==> src/rtl/imp_pkg.sv <==
// Types and constants shared by the IMP read and write masters.
package imp_pkg;

  typedef enum logic [1:0] {
    IDLE,
    WAIT_PIX,
    XFER,
    RESP
  } imp_wr_st_e;

  localparam logic [1:0] AXI_RESP_OKAY     = 2'b00;
  localparam int         IMP_BYTES_PER_PXL = 4;

endpackage

==> src/rtl/imp_wr_master_if.sv <==
// Pixel stream input plus AXI4-lite write channels of the IMP write master.
interface imp_wr_master_if;

  logic        pix_valid;
  logic        pix_ready;
  logic [31:0] pix_data;

  logic        mem_axi_awvalid;
  logic        mem_axi_awready;
  logic [31:0] mem_axi_awaddr;
  logic [2:0]  mem_axi_awprot;
  logic        mem_axi_wvalid;
  logic        mem_axi_wready;
  logic [31:0] mem_axi_wdata;
  logic [3:0]  mem_axi_wstrb;
  logic        mem_axi_bvalid;
  logic        mem_axi_bready;
  logic [1:0]  mem_axi_bresp;

  modport master (
    input  pix_valid, pix_data,
    output pix_ready,
    output mem_axi_awvalid, mem_axi_awaddr, mem_axi_awprot,
    input  mem_axi_awready,
    output mem_axi_wvalid, mem_axi_wdata, mem_axi_wstrb,
    input  mem_axi_wready,
    input  mem_axi_bvalid, mem_axi_bresp,
    output mem_axi_bready
  );

  modport slave (
    output pix_valid, pix_data,
    input  pix_ready,
    input  mem_axi_awvalid, mem_axi_awaddr, mem_axi_awprot,
    output mem_axi_awready,
    input  mem_axi_wvalid, mem_axi_wdata, mem_axi_wstrb,
    output mem_axi_wready,
    output mem_axi_bvalid, mem_axi_bresp,
    input  mem_axi_bready
  );

endinterface

==> src/rtl/imp_wr_master_beat.sv <==
// Single-beat AXI4-lite write: AW and W valids retire independently, then one B is awaited.
// Valids are registered so they drop immediately on asynchronous reset.
module imp_axil_wr_beat
  import imp_pkg::*;
(
  input  logic       clk,
  input  logic       PoR_rst_n,
  input  logic       issue_i,
  input  logic       resp_phase_i,
  input  logic       awready_i,
  input  logic       wready_i,
  input  logic       bvalid_i,
  input  logic [1:0] bresp_i,
  output logic       awvalid_o,
  output logic       wvalid_o,
  output logic       bready_o,
  output logic       aw_w_done_o,
  output logic       b_hs_o,
  output logic       b_err_o
);

  logic aw_pend_q, aw_pend_d;
  logic w_pend_q, w_pend_d;

  always_comb begin
    aw_pend_d = aw_pend_q;
    w_pend_d  = w_pend_q;
    if (issue_i) begin
      aw_pend_d = 1'b1;
      w_pend_d  = 1'b1;
    end else begin
      if (aw_pend_q && awready_i) aw_pend_d = 1'b0;
      if (w_pend_q && wready_i)   w_pend_d  = 1'b0;
    end
  end

  always_ff @(posedge clk or negedge PoR_rst_n) begin
    if (!PoR_rst_n) begin
      aw_pend_q <= 1'b0;
      w_pend_q  <= 1'b0;
    end else begin
      aw_pend_q <= aw_pend_d;
      w_pend_q  <= w_pend_d;
    end
  end

  // Address/data phase is complete once neither channel will still be pending next cycle.
  assign aw_w_done_o = !aw_pend_d && !w_pend_d;
  assign awvalid_o   = aw_pend_q;
  assign wvalid_o    = w_pend_q;
  assign bready_o    = resp_phase_i;
  assign b_hs_o      = resp_phase_i && bvalid_i;
  assign b_err_o     = b_hs_o && (bresp_i != AXI_RESP_OKAY);

endmodule

==> src/rtl/imp_wr_master.sv <==
// Writes an HSIZE x VSIZE pixel stream to memory as single-beat AXI4-lite writes, one outstanding.
// Pixel accepted 2 cycles after IMP_ST rises; min 3 cycles/pixel; pix_ready only while waiting for a pixel.
module imp_wr_master
  import imp_pkg::*;
#(
  parameter int DATA_W = 32,
  parameter int CNT_W  = 8
) (
  input  logic                 clk,
  input  logic                 PoR_rst_n,
  imp_wr_master_if.master      mem_if,
  input  logic [CNT_W-1:0]     IMP_HSIZE,
  input  logic [CNT_W-1:0]     IMP_VSIZE,
  input  logic [31:0]          IMP_DST_BADDR,
  input  logic [31:0]          IMP_ADR_PITCH,
  input  logic                 IMP_ST,
  output logic                 imp_wr_busy,
  output logic                 imp_wr_done,
  output logic                 imp_wr_err
);

  imp_wr_st_e state_q, state_d;

  logic [1:0]        st_dly_q;
  logic [CNT_W-1:0]  hsize_q, vsize_q, x_q, y_q;
  logic [31:0]       pitch_q, row_base_q, awaddr_q;
  logic [DATA_W-1:0] wdata_q;
  logic              busy_q, done_q, err_q;

  logic trg, zero_size, row_end, last_pix;
  logic pix_rdy, pix_hs, issue, resp_phase;
  logic awvalid, wvalid, bready, xfer_done, b_hs, b_err;

  assign trg       = (st_dly_q == 2'b01);
  assign zero_size = (IMP_HSIZE == '0) || (IMP_VSIZE == '0);
  assign row_end   = (x_q == hsize_q - 1'b1);
  assign last_pix  = row_end && (y_q == vsize_q - 1'b1);
  assign pix_hs    = pix_rdy && mem_if.pix_valid;

  always_ff @(posedge clk or negedge PoR_rst_n) begin
    if (!PoR_rst_n) state_q <= IDLE;
    else            state_q <= state_d;
  end

  always_comb begin
    state_d = state_q;
    case (state_q)
      IDLE:     if (trg && !zero_size) state_d = WAIT_PIX;
      WAIT_PIX: if (mem_if.pix_valid)  state_d = XFER;
      XFER:     if (xfer_done)         state_d = RESP;
      RESP:     if (b_hs)              state_d = last_pix ? IDLE : WAIT_PIX;
      default:                         state_d = IDLE;
    endcase
  end

  always_comb begin
    pix_rdy    = (state_q == WAIT_PIX);
    issue      = (state_q == WAIT_PIX) && mem_if.pix_valid;
    resp_phase = (state_q == RESP);
  end

  always_ff @(posedge clk or negedge PoR_rst_n) begin
    if (!PoR_rst_n) begin
      st_dly_q   <= 2'b00;
      hsize_q    <= '0;
      vsize_q    <= '0;
      x_q        <= '0;
      y_q        <= '0;
      pitch_q    <= '0;
      row_base_q <= '0;
      awaddr_q   <= '0;
      wdata_q    <= '0;
      busy_q     <= 1'b0;
      done_q     <= 1'b0;
      err_q      <= 1'b0;
    end else begin
      st_dly_q <= {st_dly_q[0], IMP_ST};
      done_q   <= 1'b0;
      if (state_q == IDLE && trg) begin
        hsize_q    <= IMP_HSIZE;
        vsize_q    <= IMP_VSIZE;
        pitch_q    <= IMP_ADR_PITCH;
        row_base_q <= IMP_DST_BADDR;
        awaddr_q   <= IMP_DST_BADDR;
        x_q        <= '0;
        y_q        <= '0;
        err_q      <= 1'b0;
        busy_q     <= !zero_size;
        // An empty frame completes immediately without touching the bus.
        done_q     <= zero_size;
      end
      if (pix_hs) wdata_q <= mem_if.pix_data;
      if (b_hs) begin
        err_q <= err_q | b_err;
        if (last_pix) begin
          busy_q <= 1'b0;
          done_q <= 1'b1;
        end else if (row_end) begin
          x_q        <= '0;
          y_q        <= y_q + 1'b1;
          row_base_q <= row_base_q + pitch_q;
          awaddr_q   <= row_base_q + pitch_q;
        end else begin
          x_q      <= x_q + 1'b1;
          awaddr_q <= awaddr_q + 32'(IMP_BYTES_PER_PXL);
        end
      end
    end
  end

  imp_axil_wr_beat u_beat (
    .clk          (clk),
    .PoR_rst_n    (PoR_rst_n),
    .issue_i      (issue),
    .resp_phase_i (resp_phase),
    .awready_i    (mem_if.mem_axi_awready),
    .wready_i     (mem_if.mem_axi_wready),
    .bvalid_i     (mem_if.mem_axi_bvalid),
    .bresp_i      (mem_if.mem_axi_bresp),
    .awvalid_o    (awvalid),
    .wvalid_o     (wvalid),
    .bready_o     (bready),
    .aw_w_done_o  (xfer_done),
    .b_hs_o       (b_hs),
    .b_err_o      (b_err)
  );

  assign mem_if.pix_ready       = pix_rdy;
  assign mem_if.mem_axi_awvalid = awvalid;
  assign mem_if.mem_axi_awaddr  = awaddr_q;
  assign mem_if.mem_axi_awprot  = 3'b000;
  assign mem_if.mem_axi_wvalid  = wvalid;
  assign mem_if.mem_axi_wdata   = wdata_q;
  assign mem_if.mem_axi_wstrb   = 4'hF;
  assign mem_if.mem_axi_bready  = bready;

  assign imp_wr_busy = busy_q;
  assign imp_wr_done = done_q;
  assign imp_wr_err  = err_q;

endmodule

==> src/flat_wrapper.sv <==
// flat-port wrapper written by rule: the top's interface ports become plain ports
module imp_wr_master_flat import imp_pkg::*;
#(
  parameter int DATA_W = 32,
  parameter int CNT_W  = 8
)
  (clk, PoR_rst_n, IMP_HSIZE, IMP_VSIZE, IMP_DST_BADDR, IMP_ADR_PITCH, IMP_ST, imp_wr_busy, imp_wr_done, imp_wr_err, mem_if_pix_valid, mem_if_pix_data, mem_if_pix_ready, mem_if_mem_axi_awvalid, mem_if_mem_axi_awaddr, mem_if_mem_axi_awprot, mem_if_mem_axi_awready, mem_if_mem_axi_wvalid, mem_if_mem_axi_wdata, mem_if_mem_axi_wstrb, mem_if_mem_axi_wready, mem_if_mem_axi_bvalid, mem_if_mem_axi_bresp, mem_if_mem_axi_bready);
  imp_wr_master_if mem_if_i ();
  input  logic clk;
  input  logic PoR_rst_n;
  input  logic [CNT_W-1:0] IMP_HSIZE;
  input  logic [CNT_W-1:0] IMP_VSIZE;
  input  logic [31:0] IMP_DST_BADDR;
  input  logic [31:0] IMP_ADR_PITCH;
  input  logic IMP_ST;
  output logic imp_wr_busy;
  output logic imp_wr_done;
  output logic imp_wr_err;
  input wire logic [$bits(mem_if_i.pix_valid)-1:0] mem_if_pix_valid;
  input wire logic [$bits(mem_if_i.pix_data)-1:0] mem_if_pix_data;
  output wire logic [$bits(mem_if_i.pix_ready)-1:0] mem_if_pix_ready;
  output wire logic [$bits(mem_if_i.mem_axi_awvalid)-1:0] mem_if_mem_axi_awvalid;
  output wire logic [$bits(mem_if_i.mem_axi_awaddr)-1:0] mem_if_mem_axi_awaddr;
  output wire logic [$bits(mem_if_i.mem_axi_awprot)-1:0] mem_if_mem_axi_awprot;
  input wire logic [$bits(mem_if_i.mem_axi_awready)-1:0] mem_if_mem_axi_awready;
  output wire logic [$bits(mem_if_i.mem_axi_wvalid)-1:0] mem_if_mem_axi_wvalid;
  output wire logic [$bits(mem_if_i.mem_axi_wdata)-1:0] mem_if_mem_axi_wdata;
  output wire logic [$bits(mem_if_i.mem_axi_wstrb)-1:0] mem_if_mem_axi_wstrb;
  input wire logic [$bits(mem_if_i.mem_axi_wready)-1:0] mem_if_mem_axi_wready;
  input wire logic [$bits(mem_if_i.mem_axi_bvalid)-1:0] mem_if_mem_axi_bvalid;
  input wire logic [$bits(mem_if_i.mem_axi_bresp)-1:0] mem_if_mem_axi_bresp;
  output wire logic [$bits(mem_if_i.mem_axi_bready)-1:0] mem_if_mem_axi_bready;
  assign mem_if_i.pix_valid = mem_if_pix_valid;
  assign mem_if_i.pix_data = mem_if_pix_data;
  assign mem_if_pix_ready = mem_if_i.pix_ready;
  assign mem_if_mem_axi_awvalid = mem_if_i.mem_axi_awvalid;
  assign mem_if_mem_axi_awaddr = mem_if_i.mem_axi_awaddr;
  assign mem_if_mem_axi_awprot = mem_if_i.mem_axi_awprot;
  assign mem_if_i.mem_axi_awready = mem_if_mem_axi_awready;
  assign mem_if_mem_axi_wvalid = mem_if_i.mem_axi_wvalid;
  assign mem_if_mem_axi_wdata = mem_if_i.mem_axi_wdata;
  assign mem_if_mem_axi_wstrb = mem_if_i.mem_axi_wstrb;
  assign mem_if_i.mem_axi_wready = mem_if_mem_axi_wready;
  assign mem_if_i.mem_axi_bvalid = mem_if_mem_axi_bvalid;
  assign mem_if_i.mem_axi_bresp = mem_if_mem_axi_bresp;
  assign mem_if_mem_axi_bready = mem_if_i.mem_axi_bready;
  imp_wr_master #(.DATA_W(DATA_W), .CNT_W(CNT_W)) u_core (.clk(clk), .PoR_rst_n(PoR_rst_n), .mem_if(mem_if_i), .IMP_HSIZE(IMP_HSIZE), .IMP_VSIZE(IMP_VSIZE), .IMP_DST_BADDR(IMP_DST_BADDR), .IMP_ADR_PITCH(IMP_ADR_PITCH), .IMP_ST(IMP_ST), .imp_wr_busy(imp_wr_busy), .imp_wr_done(imp_wr_done), .imp_wr_err(imp_wr_err));
endmodule
==> config.mk <==
export PLATFORM = sky130hd
export DESIGN_NAME = imp_wr_master_flat
export DESIGN_NICKNAME = d
export VERILOG_FILES = /design/src/rtl/imp_pkg.sv /design/src/rtl/imp_wr_master_if.sv /design/src/rtl/imp_wr_master_beat.sv /design/src/rtl/imp_wr_master.sv /design/src/flat_wrapper.sv
export SDC_FILE = /design/constraint.sdc
export NUM_CORES = 1
export LEC_CHECK = 0
export CAP_MARGIN = 20
export CORE_AREA = 5 5 181 183
export CTS_CLUSTER_SIZE = 12
export DETAILED_ROUTE_END_ITERATION = 8
export DIE_AREA = 0 0 186 188
export PLACE_DENSITY = 0.53
export SYNTH_ARGS = -nofsm -noshare
export SYNTH_HDL_FRONTEND = slang
export SYNTH_SLANG_ARGS = --single-unit
==> constraint.sdc <==
create_clock -name clk -period 4.3 [get_ports clk]
set_clock_uncertainty 0.15 [all_clocks]
set_input_delay 0.645 -clock clk [delete_from_list [all_inputs] [get_ports clk]]
set_output_delay 0.645 -clock clk [all_outputs]
set_load 0.005 [all_outputs]
==> results.yml <==
die:
  die_h_um: 188
  initial_utilization_pct: 32.36
  pin_count: 199
  die_w_um: 186
  die-area_mm2: 0.03497
  num_rows: 65
  core_mm2: 0.03107
routing:
  wl_mm: 30.77
  via_per_inst: 5.199
  route.vias.total: 8989
  post_drt_wl_per_cell_um: 17.79
  first_iter_violations: 624
  drc: 0
  dr.pass1.iters: 9
  ant_nets: 0
power_and_ir_drop:
  worst_ir_drop_vdd_v: 0.0003326
  leakage_nw: 5.699
  power_density_mw_per_mm2: 738.5
logic_synthesis:
  seq_area_frac_synth_pct: 42.07
  syn_inst: 1141
  yosysWarnings: 0
  synth_top_area_share_pct: 42.07
  async_reset_ff_share_pct: 100.0
  synthTopCellsByCount: "nand2_1 (236), dfrtp_1 (169), o21ai_0 (79), a21oi_1 (68), nor2_1 (66)"
  synth_flop_cell: "dfrtp_1"
  synth_area_mm2: 0.01005
  yosys_register_bits: 169
  synth.most_common_cell: "nand2_1"
  yosys.area.top_type: "dfrtp_1"
  avgSynthCellArea_um2: 8.810
  synth.area.top_cells: "dfrtp_1 (42%), nand2_1 (8.8%), ha_1 (5.0%), o21ai_0 (3.9%), mux2_2 (3.9%)"
  yosysUniqueCellTypes: 75
  synth_enable_flop_cells: 0
setup_path:
  cp.arrival_ns: 3.65
  worstRegToRegCells: 11
  critPathMaxFanout: 3
  r2r_end: "u_core.mem_if.mem_axi_awaddr[30]"
  r2r_slack_ns: 0.84
  cp.required_ns: 4.49
  cp-end-kind: "flip-flop"
  startpoint: "u_core.row_base_q[0]"
  r2r_start: "u_core.row_base_q[0]"
  critPathKind: "reg2reg"
  worstSetupStartpointType: "flip-flop"
layout:
  fillers: 3144
  num-nets-final: 1476
  final-seq-area_mm2: 0.004229
  antenna_cells: 0
  drive_above_1_share_pct: 7.687
  multi_input_area_mm2: 0.005466
  area_growth_pct: 29.14
cts:
  numCtsBuffers: 17
  clkLatencyLatePin_ns: 0.44
  cts_tree: "yes"
  cts_hold_buf: 0
  htreeDepth: 4
  postCtsSetupRepairBufs: 0
  cts-root-buf: "clkbuf_16"
  cts_buffer_depth: 2
  cts_sinks: 169
  clk_pin_slew_ns: 0.08
  cts-resized-gates: 0
timing:
  drv_slew: 0
  max_freq_mhz: 288.9
  tns_ns: 0
  relSlewSlack_pct: 54.90
  post-route-period-util_pct: 80.48
  hold_violations: 0
  grt_setup_unrepaired: "false"
  min_period_ns: 3.461
  tightest_slew_ns: 0.6752
  setup_slack_ns: 0.8392
  setup_violations: 0
place:
  routabilityCongestion: 0.8286
  portBuffers: 191
  hpwl_mm: 22.84
  pre_cts_slack_ns: 0.8858
global_route:
  antenna_found_initial: 0
  grt_pass1_wl_mm: 49.04
  grt_use_total_pct: 17.43
  grt_max_degree: 66
  overflow: 0
  first_global_vias: 9084
hold_path:
  hp-class: "in2async"
run:
  maxCapViolCount: 0
status:
  status: "completed"
-- cell families after synthesis --
kind of cell / share of synthesized area (%)
other cells: 0.07471
mux: 4.618
simple gates: 20.43
compound gates: 18.27
xor+xnor: 5.489
fa+ha+maj: 5.178
buf+inv: 3.871
flops: 42.07
-- per-layer routing --
metal / vias up / global-route usage, % / part of all wire, %
met5: - / 0 / 0
met4: 0 / 3.700 / 1.2
met3: 22 / 5.044 / 6.5
met2: 221 / 27.86 / 47
met1: 4379 / 23.54 / 46
li1: 4367 / - / -
-- placed cells by master (no fill, tap or decap), types with 4 or more instances in the layout --
master / count
a211o_1: 5
a211oi_1: 23
a21boi_0: 5
a21o_1: 15
a21oi_1: 68
a221o_1: 6
a31oi_1: 16
a41oi_1: 4
and2_1: 20
and3_1: 18
and4_1: 5
buf_4: 21
clkbuf_16: 17
clkdlybuf4s50_1: 190
clkinv_8: 4
conb_1: 7
dfrtp_1: 169
ha_1: 40
inv_1: 25
mux2_2: 35
mux2i_1: 7
nand2_1: 236
nand2b_1: 8
nand3_1: 35
nand4_1: 11
nor2_1: 66
nor3_1: 23
nor4_1: 6
o211ai_1: 9
o21a_1: 6
o21ai_0: 79
o21bai_1: 6
o22ai_1: 4
o31ai_1: 5
xnor2_1: 28
xor2_1: 35
-- stage by stage --
step                total power, W  utilization, %  instances  hold slack [ns]  instance area (um^2)
detailed placement        0.008039           39.86       1697           0.2887                 12380
global placement          0.007988           39.86       1697           0.2803                 12380
floorplan                 0.006179               -       1146           0.1994                 10070
CTS                       0.009659           41.78       1729          0.07177                 12980
global route               0.01039           41.78       1729          0.09915                 12980
finish                    0.009587           41.78       1729          0.05038                 12980
-- cell type report --
type / count / share of cell area [%]
multi-input combinational: 888 / 42.11
sequential: 169 / 32.58
timing repair buffer: 213 / 16.11
tap: 402 / 3.875
clock buffer: 17 / 3.277
clock inverter: 15 / 1.330
inverter: 25 / 0.7229
-- worst max-delay path, stage by stage, from the launching register on --
cell and delay (ns):
dfrtp_1 0.36, ha_1 0.20, inv_1 0.06, fa_1 0.41, and2b_1 0.23, o2111ai_1 0.18, a2111oi_0 0.61, and4bb_1 0.29
o41ai_2 0.36, xor2_1 0.19, nor2_1 0.08, a311oi_1 0.24
-- power by group --
part | total (W) | internal, W | switching (W) | leakage [nW]
Combinational | 0.00509 | 0.00239 | 0.00270 | 3.34
Sequential | 0.00293 | 0.00229 | 0.000642 | 2.07
Clock | 0.00157 | 0.000786 | 0.000782 | 0.292
Total | 0.00959 | 0.00547 | 0.00412 | 5.70
-- sequential cells by signal, summed over array words and instances (netlist names) --
name / count
u_core.vsize_q: 8
u_core.hsize_q: 8
u_core.mem_if.mem_axi_awaddr: 32
u_core.u_beat.wvalid_o: 1
u_core.row_base_q: 32
u_core.u_beat.awvalid_o: 1
u_core.imp_wr_done: 1
u_core.x_q: 8
u_core.state_q: 2
u_core.mem_if.mem_axi_wdata: 32
u_core.imp_wr_busy: 1
u_core.pitch_q: 32
u_core.imp_wr_err: 1
u_core.y_q: 8
u_core.st_dly_q: 2
-- worst max-delay path by stage --
stage          slack, ns                               end  cells after the start
3_3_place_gp        0.98  u_core.mem_if.mem_axi_awaddr[30]                     11
4_1_cts             0.83  u_core.mem_if.mem_axi_awaddr[30]                     11
6_report            0.84  u_core.mem_if.mem_axi_awaddr[30]                     11
5_1_grt             0.53  u_core.mem_if.mem_axi_awaddr[30]                     11
2_1_floorplan       1.27  u_core.mem_if.mem_axi_awaddr[30]                     11
3_5_place_dp        0.89  u_core.mem_if.mem_axi_awaddr[30]                     11
No activity file was read; power rests on OpenSTA's default activity.
